### config.mk
export PLATFORM = sky130hd
export DESIGN_NAME = controller_sequencer_flat
export DESIGN_NICKNAME = d
export VERILOG_FILES = /design/src/rtl/controller_sequencer_if.sv /design/src/rtl/controller_sequencer.sv /design/src/flat_wrapper.sv
export SDC_FILE = /design/constraint.sdc
export NUM_CORES = 1
export LEC_CHECK = 0
export BUFFER_PORTS_ARGS = -buffer_cell sky130_fd_sc_hd__buf_4
export CAP_MARGIN = 15
export CORE_UTILIZATION = 25
export DETAILED_ROUTE_END_ITERATION = 7
export GPL_TIMING_DRIVEN = 0
export PLACE_DENSITY = 0.48
export SLEW_MARGIN = 20
export SYNTH_ARGS = -nofsm -noshare
export SYNTH_HDL_FRONTEND = slang
export SYNTH_SLANG_ARGS = --single-unit
### constraint.sdc
create_clock -name clk -period 2.51 [get_ports clk]
set_clock_uncertainty 0.2 [all_clocks]
set_input_delay 0.502 -clock clk [delete_from_list [all_inputs] [get_ports clk]]
set_output_delay 0.502 -clock clk [all_outputs]
set_load 0.02 [all_outputs]
### src/rtl/controller_sequencer_if.sv
`default_nettype none
// ============================================================================
// Module      : controller_sequencer_if
// Description : Opcode-in / T-state and control-word-out bundle for the
//               controller_sequencer.
// Revision    : 1.0 - initial release
// ============================================================================
interface controller_sequencer_if;
    logic [3:0]  opcode;
    logic [5:0]  tstate;
    logic [11:0] con;
    logic        hlt;

    modport master (output opcode, input tstate, input con, input hlt);
    modport slave  (input opcode, output tstate, output con, output hlt);
endinterface
`default_nettype wire

### src/rtl/controller_sequencer.sv
`default_nettype none
// ============================================================================
// Module      : controller_sequencer
// Description : Six-phase one-hot T-state ring with a combinational control
//               word decoder and HLT latch. With VARIABLE_CYCLE_EN defined,
//               LDA/OUT/NOP return to T1 early.
// Revision    : 1.0 - initial release
// ============================================================================
module controller_sequencer (
    input  wire logic              clk,
    input  wire logic              rst,
    controller_sequencer_if.slave  sq
);
    typedef enum logic [5:0] {
        T1 = 6'b000001,
        T2 = 6'b000010,
        T3 = 6'b000100,
        T4 = 6'b001000,
        T5 = 6'b010000,
        T6 = 6'b100000
    } tstate_t;

    localparam logic [3:0] c_OP_LDA = 4'b0000;
    localparam logic [3:0] c_OP_ADD = 4'b0001;
    localparam logic [3:0] c_OP_SUB = 4'b0010;
    localparam logic [3:0] c_OP_OUT = 4'b1110;
    localparam logic [3:0] c_OP_HLT = 4'b1111;

    // Control word bit positions: {cp,ep,lm,ce,li,ei,la,ea,su,eu,lb,lo}
    localparam logic [11:0] c_CP = 12'h800;
    localparam logic [11:0] c_EP = 12'h400;
    localparam logic [11:0] c_LM = 12'h200;
    localparam logic [11:0] c_CE = 12'h100;
    localparam logic [11:0] c_LI = 12'h080;
    localparam logic [11:0] c_EI = 12'h040;
    localparam logic [11:0] c_LA = 12'h020;
    localparam logic [11:0] c_EA = 12'h010;
    localparam logic [11:0] c_SU = 12'h008;
    localparam logic [11:0] c_EU = 12'h004;
    localparam logic [11:0] c_LB = 12'h002;
    localparam logic [11:0] c_LO = 12'h001;

    tstate_t     r_tstate;
    logic        r_hlt;
    tstate_t     w_next;
    logic [11:0] w_con;
    logic        w_is_nop;

    assign w_is_nop = (sq.opcode != c_OP_LDA) && (sq.opcode != c_OP_ADD) &&
                      (sq.opcode != c_OP_SUB) && (sq.opcode != c_OP_OUT) &&
                      (sq.opcode != c_OP_HLT);

    always_comb begin
        w_next = T1;
        case (r_tstate)
            T1:      w_next = T2;
            T2:      w_next = T3;
`ifdef VARIABLE_CYCLE_EN
            T3:      w_next = w_is_nop ? T1 : T4;
            T4:      w_next = (sq.opcode == c_OP_OUT) ? T1 : T5;
            T5:      w_next = (sq.opcode == c_OP_LDA) ? T1 : T6;
`else
            T3:      w_next = T4;
            T4:      w_next = T5;
            T5:      w_next = T6;
`endif
            T6:      w_next = T1;
            default: w_next = T1;
        endcase
    end

    // Halt freezes the ring at T4; only rst releases it.
    always_ff @(posedge clk) begin
        if (rst) begin
            r_tstate <= T1;
            r_hlt    <= 1'b0;
        end else if (!r_hlt) begin
            if ((r_tstate == T4) && (sq.opcode == c_OP_HLT)) begin
                r_hlt <= 1'b1;
            end else begin
                r_tstate <= w_next;
            end
        end
    end

    always_comb begin
        w_con = 12'h000;
        if (!rst && !r_hlt) begin
            case (r_tstate)
                T1: w_con = c_EP | c_LM;
                T2: w_con = c_CP;
                T3: w_con = c_CE | c_LI;
                T4: begin
                    if ((sq.opcode == c_OP_LDA) || (sq.opcode == c_OP_ADD) ||
                        (sq.opcode == c_OP_SUB))
                        w_con = c_EI | c_LM;
                    else if (sq.opcode == c_OP_OUT)
                        w_con = c_EA | c_LO;
                end
                T5: begin
                    if (sq.opcode == c_OP_LDA)
                        w_con = c_CE | c_LA;
                    else if ((sq.opcode == c_OP_ADD) || (sq.opcode == c_OP_SUB))
                        w_con = c_CE | c_LB;
                end
                T6: begin
                    if (sq.opcode == c_OP_ADD)
                        w_con = c_EU | c_LA;
                    else if (sq.opcode == c_OP_SUB)
                        w_con = c_EU | c_SU | c_LA;
                end
                default: w_con = 12'h000;
            endcase
        end
    end

    assign sq.tstate = r_tstate;
    assign sq.hlt    = r_hlt;
    assign sq.con    = w_con;
endmodule
`default_nettype wire
### src/flat_wrapper.sv
// flat-port wrapper written by rule: the top's interface ports become plain ports
module controller_sequencer_flat 
  (clk, rst, sq_opcode, sq_tstate, sq_con, sq_hlt);
  controller_sequencer_if sq_i ();
  input  wire logic clk;
  input  wire logic rst;
  input wire logic [$bits(sq_i.opcode)-1:0] sq_opcode;
  output wire logic [$bits(sq_i.tstate)-1:0] sq_tstate;
  output wire logic [$bits(sq_i.con)-1:0] sq_con;
  output wire logic [$bits(sq_i.hlt)-1:0] sq_hlt;
  assign sq_i.opcode = sq_opcode;
  assign sq_tstate = sq_i.tstate;
  assign sq_con = sq_i.con;
  assign sq_hlt = sq_i.hlt;
  controller_sequencer u_core (.clk(clk), .rst(rst), .sq(sq_i));
endmodule
==> impl_metrics.csv <==
group,metric,value,unit
run_status,status,"finished clean",
clock_network,cts_buffers,3,
timing,slew_headroom,0.7358,
power_and_ir_drop,leakage,0.3830,nW
power_and_ir_drop,p_switching,0.1326,mW
synth,syn-num-nets,83,
finish,diodes,0,
placed_design,io_buffers,24,
finish,layout-drive-gt1-share,0.4444,
clock_network,path_clk_slew,0.05,ns
power_and_ir_drop,p_clk_frac,0.252,
detailed_routing,vias,662,
timing,hold_viol,0,
job,drv_cap,0,
die,die_x,51.57,µm
power_and_ir_drop,total_power,0.3966,mW
die,die_h,51.57,µm
synth,avgSynthCellArea,7.978,µm²
grt,grt_pass1_wl,2.891,mm
detailed_routing,drc,0,
synth,synth_area_leaders,"dfxtp_1 23%, nor4_4 6.9%, nor2_1 5.5%",
power_and_ir_drop,p_per_area,429.5,nW/µm²
clock_network,htree_levels,1,
synth,synth_cell_types,34,
grt,grt_overflow,0,
synth,yosys.area.top_type,"dfxtp_1",
synth,synth.top_cell.area_share,0.2281,
timing,min_period_over_period,0.9999,
power_and_ir_drop,sw_frac_of_total,0.3343,
detailed_routing,wl,1.740,mm
critical_path,crit_fanout,8,
synth,synth_commonest_cells,"9 x nor2_1, 7 x dfxtp_1, 7 x nand2_1, 5 x nor4_1",
die,start_util,0.2725,
min_path,holdPathStages,2,
synth,yosys_warnings,0,
detailed_routing,wl_met1,887,µm
critical_path,setup.worst_path.class,"reg2out",
detailed_routing,maxUsedRoutingLayer,"met4",
synth,synthCells,77,
timing,tightestPinTransition,0.3962,ns
critical_path,r2r_end,"u_core.sq.tstate[3]",
critical_path,start_kind,"register",
detailed_routing,dr_wl_met2,759,µm
synth,synth_edf_count,0,
clock_network,ctsHoldBuffers,0,
timing,holdWs,0.4011,ns
synth,synth_flop_cell,"dfxtp_1",
synth,yosysSeqAreaShare,0.2281,
clock_network,clk_latency,0.24,ns
timing,slew_violations,0,
timing,rsz0062_at_grt,"true",
critical_path,required,1.81,ns
die,num_rows,17,
critical_path,r2r_start,"u_core.sq.tstate[0]",
grt,grt.total_usage,0.1457,
critical_path,r2r_cells,5,
min_path,hp-class,"reg2reg",
finish,fin_nets,115,
detailed_routing,met3_length,84,µm
detailed_routing,via_per_inst,4.868,
finish,area_growth_syn_to_layout,50.31,%
detailed_routing,wire_per_inst,12.79,µm
grt,antenna_found_initial,0,
min_path,min_from,"u_core.sq.tstate[4]",
timing,setup_viol_count_final,0,
clock_network,ctsRootBufferMaster,"clkbuf_4",
critical_path,worst_ep_arrival_time,1.81,ns
placed_design,place.gp.congestion,0.6941,
detailed_routing,drt-pass1-iter-count,3,
synth,yosysMostFrequentCell,"nor2_1",
die,io_pins,25,
clock_network,clock_path_buffers,2,
clock_network,cts.sinks,7,
die,fp.coreArea,2255,µm²
grt,grt_max_degree,11,
die,die_area,2659,µm²
synth,synth_area,614.3,µm²
placed_design,dp_slack,0.05035,ns
finish,final_cell_area,923.4,µm²
critical_path,endpoint_kind,"output pin",
synth,ys_async_sr_fraction,0,
power_and_ir_drop,internal_power,0.2640,mW
synth,ys_ff_latch,7,
power_and_ir_drop,combPwrFrac,0.437,
critical_path,reg2reg_slack,0.60,ns
timing,setup_tns,0,ns
detailed_routing,ant_nets,0,
detailed_routing,drt-initial-drc-count,9,
power_and_ir_drop,power.share.sequential,0.312,
placed_design,dp.final_hpwl,1.357,mm
clock_network,cts_tree,"yes",
power_and_ir_drop,ir_drop,243.6,µV
placed_design,dpl_cell_area,834.6,µm²
timing,layout_setup_ws,0.0002293,ns
grt,grt_pass1_vias,620,
timing,max_freq,0.3984,GHz
min_path,min_to,"u_core.sq.tstate[4]",
timing,fin_crit,2.510,ns
==> cell type report <==
cell class                 count  area, µm²
clock buffer                   4      26.28
buffer                         5      40.04
timing repair buffer          28      214.0
sequential                     7      141.4
tap                           28      35.03
fill                         253       1331
multi-input combinational     64      466.7
==> power groups by stage <==
stage | Sequential, mW | Clock [mW] | Combinational, mW
after floorplan | 0.134 | 0 | 0.0981
after global placement | 0.125 | 0 | 0.152
after detailed placement | 0.125 | 0 | 0.152
after CTS | 0.123 | 0.105 | 0.157
after global routing | 0.124 | 0.111 | 0.188
final | 0.124 | 0.0998 | 0.173
==> worst max-delay path, stage by stage (launching register included) <==
cell and delay (ns):
dfxtp_2 0.32, buf_6 0.13, or4_4 0.57, nor2_4 0.12
and4_1 0.20, or2_2 0.12, buf_6 0.11
==> repair_timing <==
action | 4_1_cts | 5_1_grt
cloned | 0 | 0
buffers inserted | 0 | 4
hold endpoints to repair | 0 | 0
pin swaps | 0 | 2
endpoints found under the setup margin | 3 | 5
resized for setup | 3 | 5
==> through the flow <==
step	std cells	util
finish	136	0.4095
detailed placement	129	0.3701
global placement	129	0.3701
CTS	133	0.3879
floorplan	77	-
global route	136	0.4095
==> metal layers <==
metal  GRT usage  vias up
met4     0.06757        0
met1      0.2049      291
met5           0        -
met2      0.2229       20
met3     0.01170        2
li1            -      349
==> how the worst max path moves through the flow <==
stage	start	endpoint	cells after the start
floorplan	u_core.sq.tstate[0]	sq_con[2]	4
global placement	rst	sq_con[4]	7
detailed placement	rst	sq_con[4]	7
CTS	u_core.sq.tstate[0]	sq_con[9]	6
global route	u_core.sq.tstate[1]	sq_con[9]	6
finish	u_core.sq.tstate[1]	sq_con[9]	6
==> cell usage in the layout, fill, tap and decap left out, drive strengths merged <==
cell     n
or3b     1
and3b    1
o21a     2
clkbuf   4
nor3     3
or2      2
nor2     9
o31ai    1
and2     1
nor3b    1
xnor2    1
nor4     7
nand3    1
nor2b    3
nand3b   2
o22ai    2
or4      1
o41ai    1
nand2b   4
mux2i    2
a21oi    4
and4     1
nand4b   1
a41oi    1
and4b    1
xor2     1
o21ai    1
nand4    2
nand2    7
buf     33
dfxtp    7
==> registers in the layout, summed over array words and instances (netlist names) <==
name and flops:
u_core.sq.hlt 1, u_core.sq.tstate 6
==> cell families (layout without fill, tap and decap cells) <==
logic type | after synthesis | after routing | share of synthesized area
compound gates | 12 | 12 | 0.1385
buf+inv | 6 | 37 | 0.07128
xor+xnor | 2 | 2 | 0.02852
flops | 7 | 7 | 0.2281
simple gates | 48 | 48 | 0.5010
mux | 2 | 2 | 0.03259
(Power assumes the default switching activity.)
